--- config.mk ---
export PLATFORM = sky130hd
export DESIGN_NAME = mult_seq
export DESIGN_NICKNAME = d
export VERILOG_FILES = /design/src/rtl/mult_seq.sv
export SDC_FILE = /design/constraint.sdc
export NUM_CORES = 1
export LEC_CHECK = 0
export ABC_AREA = 1
export ABC_CLOCK_PERIOD_IN_PS = 2460
export CAP_MARGIN = 30
export CORE_MARGIN = 2
export CORE_UTILIZATION = 59
export DETAILED_ROUTE_END_ITERATION = 8
export PLACE_DENSITY_LB_ADDON = 0.08
export SLEW_MARGIN = 30
export SYNTH_ARGS = -nofsm -noshare
export SYNTH_HDL_FRONTEND = slang
export SYNTH_SLANG_ARGS = --single-unit
--- constraint.sdc ---
create_clock -name clk -period 2.46 [get_ports clk]
set_input_delay 0.492 -clock clk [delete_from_list [all_inputs] [get_ports clk]]
set_output_delay 0.492 -clock clk [all_outputs]
set_load 0.01 [all_outputs]
--- src/rtl/mult_seq.sv ---
`default_nettype none
// ---------------------------------------------------------------------------
// mult_seq : iterative shift-add MULT/MULTU sequencer with HI/LO result regs
// Revision : 1.0
// ---------------------------------------------------------------------------
module mult_seq #(
  parameter int WIDTH = 32,
  parameter int CNTW  = 6
) (
  input  logic             clk,
  input  logic             reset,
  input  logic             start,
  input  logic             sgn,
  input  logic [WIDTH-1:0] a,
  input  logic [WIDTH-1:0] b,
  input  logic             abort,
  output logic             busy,
  output logic             prodv,
  output logic [WIDTH-1:0] hi,
  output logic [WIDTH-1:0] lo
);

  typedef enum logic [1:0] {
    IDLE = 2'd0,
    RUN  = 2'd1,
    FIX  = 2'd2
  } state_t;

  localparam logic [CNTW-1:0] LAST_STEP = CNTW'(WIDTH - 1);

  state_t             state, state_nxt;
  logic [WIDTH-1:0]   m;
  logic [2*WIDTH-1:0] p;
  logic [CNTW-1:0]    cnt;
  logic               neg;

  logic [WIDTH-1:0]   a_mag, b_mag, addend;
  logic [WIDTH:0]     sum;

  // Signed operands are reduced to magnitudes; the sign is restored in FIX.
  assign a_mag  = (sgn && a[WIDTH-1]) ? (~a + WIDTH'(1)) : a;
  assign b_mag  = (sgn && b[WIDTH-1]) ? (~b + WIDTH'(1)) : b;
  assign addend = p[0] ? m : '0;
  assign sum    = {1'b0, p[2*WIDTH-1:WIDTH]} + {1'b0, addend};

  assign busy  = (state != IDLE);
  assign prodv = ~busy;

  always_comb begin
    state_nxt = state;
    case (state)
      IDLE:    if (start && !abort) state_nxt = RUN;
      RUN: begin
        if (abort)                  state_nxt = IDLE;
        else if (cnt == LAST_STEP)  state_nxt = FIX;
      end
      FIX:     state_nxt = IDLE;
      default: state_nxt = IDLE;
    endcase
  end

  always_ff @(posedge clk) begin
    if (reset) state <= IDLE;
    else       state <= state_nxt;
  end

  always_ff @(posedge clk) begin
    if (reset) begin
      m   <= '0;
      p   <= '0;
      cnt <= '0;
      neg <= 1'b0;
      hi  <= '0;
      lo  <= '0;
    end else begin
      case (state)
        IDLE: begin
          if (start && !abort) begin
            m   <= a_mag;
            p   <= {{WIDTH{1'b0}}, b_mag};
            neg <= sgn & (a[WIDTH-1] ^ b[WIDTH-1]);
            cnt <= '0;
          end
        end
        RUN: begin
          if (!abort) begin
            p   <= {sum, p[WIDTH-1:1]};
            cnt <= cnt + CNTW'(1);
          end
        end
        FIX: begin
          // An abort on this edge leaves the previous result committed.
          if (!abort) begin
            {hi, lo} <= neg ? (~p + (2*WIDTH)'(1)) : p;
          end
        end
        default: ;
      endcase
    end
  end

endmodule
`default_nettype wire

==> flow_summary.ini <==
[outcome]
status = complete, no violations

[run]
max-cap-violations = 0

[sta]
fmax_ghz = 0.435
final.min_clock_period_ns = 2.30
slew_headroom = 0.629
fin_crit_sh = 0.935
skew_ns = 0.0110
hold_viol_final = 0
slew_violations = 0
setup_viol = 0
whs_ns = 0.496
tightest_slew_ns = 0.556

[route]
drt_iter0_markers = 1344
wl_um = 43300
ant_nets = 0
drc = 0
wl_per_cell_um = 16.0
first_pass_iters = 6
drt-vias-per-instance = 5.63
vias = 15203

[layout]
finalNetCount = 2513
utilization = 0.713
num-fill-cells = 1979
drive_gt1_frac = 0.0517
multi_input_area_um2 = 8050
diodes = 0
seq_area_um2 = 3390
area_growth_pct = 18.9

[yosys]
synth_fp_nets = 2385
synth_top_family_by_area = simple AND/OR/NAND/NOR gates
postSynth.asyncResetShare = 0
synth-main-ff-cell = dfxtp_1
synth_area_um2 = 13100
synthSimpleGateAreaFrac = 0.388
synthMostInstantiatedCell = nand2_1
synth_compound_area_frac = 0.160
synthAdderAreaFrac = 0.0360
ys_types = 47
avgSynthCellArea_um2 = 5.73
synth_area_leaders = dfxtp_1 26%, nand2_1 19%, inv_1 9.7%
ys_ff_latch = 169
synth_common_cells = 673 x nand2_1, 339 x inv_1, 299 x nor2_1
synth.largest_area_cell = dfxtp_1
synth_cells = 2279
synth_warnings = 0
synth_edf_count = 0
muxShareOfSynthArea = 0
seq_area_frac_synth = 0.259
synth_xor_area_frac = 0.0315
synth_top_area_frac = 0.259

[critical_path]
cp-start-kind = flip-flop
path_class = flip-flop to flip-flop
critical_path_peak_fanout = 25
ff2ff_setup_slack_ns = 0.16
worstPathRequired_ns = 2.76
max_stage_delay_ns = 0.37
crit_chain = buf_12, nand2_1, inv_1, ha_1, nand2_1, nor2_1, nand3_1, nand3_1, nand2_1, nand2_1, nand2_1, nand3_1, a21oi_1
path_common_cell = nand2_1
crit_arrival_ns = 2.60
r2r-end = p[50]
end_kind = flip-flop
r2r-start = p[0]
r2r_cells = 13
slowest_stage = ha_1

[die]
die_y_um = 153
core.rowCount = 54
initial_core_util = 0.600
dieArea_um2 = 23300
num_io_pins = 135
die-width_um = 153
core_area_um2 = 21800

[grt]
antenna_found_initial = 0
grt_pass1_vias = 14528
grt_pass1_wl_um = 71000
overflow = 0
grt.total_usage = 0.371
grt_max_degree = 99

[worst_hold_path]
min_from = m[1]
hp-class = flip-flop to flip-flop
holdPathStages = 2
holdPathEnd = m[1]

[place]
portBuffers = 134
gp_congestion = 1.03
hpwl_um = 33600

[clock_network]
clk_latency_ns = 0.44
cts_root_buffer = clkbuf_16
path_clk_slew_ns = 0.08
post_cts_buffers = 0
cts_tree = yes
cts.sinks = 169
h-tree-depth = 4
cts_buffers = 17
hold_buffers = 0
ctsLongestPathBuffers = 2

[pwr]
ir_drop_mv = 0.440
power.density_nw_per_um2 = 461
p_leak_uw = 0.00790
## critical path, delay by kind of cell (launching register included)
family / cells / cell delay, ns
AND/OR/NAND/NOR: 9 / 1.13
adder cells (fa/ha/maj): 1 / 0.37
flip-flops: 1 / 0.36
buffers and inverters: 2 / 0.23
AO/OA/AOI/OAI: 1 / 0.07
## where the power goes
| group | internal, uW | switching [uW] |
|---|---|---|
| logic | 488 | 894 |
| clock network | 1480 | 1340 |
| registers | 2830 | 122 |
| total | 4790 | 2360 |
## sequential cells by signal, indices dropped and copies added (netlist names)
name,flops
p,64
hi,32
lo,32
m,32
cnt,6
state,2
neg,1
## placed cells by master, fill, tap and decap left out, types with 36 or more instances in the layout
master | synthesis | final
o21ai_0 | 139 | 139
inv_1 | 339 | 338
a21oi_1 | 152 | 152
ha_1 | 36 | 36
xor2_1 | 38 | 38
clkdlybuf4s50_1 | 0 | 134
dfxtp_1 | 169 | 167
buf_4 | 0 | 47
nor2_1 | 299 | 298
nand3_1 | 182 | 181
nand2_1 | 673 | 671
## layer usage
metal / track usage / part of all wire / vias to the layer above
met5: 0 / 0 / -
met4: 0.201 / 0.056 / 0
met3: 0.0452 / 0.069 / 138
met2: 0.640 / 0.47 / 690
met1: 0.452 / 0.40 / 6909
li1: - / - / 7466
## cells by family (layout without fill, tap and decap cells)
family | after synthesis | count (layout)
AND/OR/NAND/NOR | 1230 | 1230
buffers and inverters | 423 | 564
AO/OA/AOI/OAI | 373 | 373
flip-flops | 169 | 169
XOR/XNOR | 47 | 47
adder cells (fa/ha/maj) | 37 | 37
## how the worst max path moves through the flow
stage	slack [ns]	end	startpoint	cells past startpoint
2_1_floorplan	0.20	p[63]	p[0]	18
3_3_place_gp	0.12	m[16]	a[0]	12
3_5_place_dp	0.04	m[16]	a[0]	12
4_1_cts	0.13	p[59]	p[0]	15
5_1_grt	-0.01	p[54]	p[0]	15
6_report	0.16	p[50]	p[0]	13
## timing repair
action,in CTS,in global routing
endpoints found under the hold margin,0,0
gates resized for setup,0,5
setup endpoints to repair,0,20
## through the flow
step	worst slack, ns	instance area, um^2	total power (uW)	std cells	setup TNS (ns)
floorplan	0.201	13100	3840	2279	0
global placement	0.120	14900	4310	2668	0
detailed placement	0.0398	14900	4340	2668	0
CTS	0.129	15500	7140	2700	0
global route	-0.00962	15500	7460	2700	-0.00962
finish	0.160	15500	7150	2700	0
## final cells by class
class                      instances  area share
clock inverter                    15      0.0135
tap                              280      0.0226
multi-input combinational       1687       0.519
sequential                       169       0.218
timing repair buffer             186       0.116
inverter                         346      0.0839
clock buffer                      17      0.0274
Note: power is estimated with default switching activity, not from simulation.
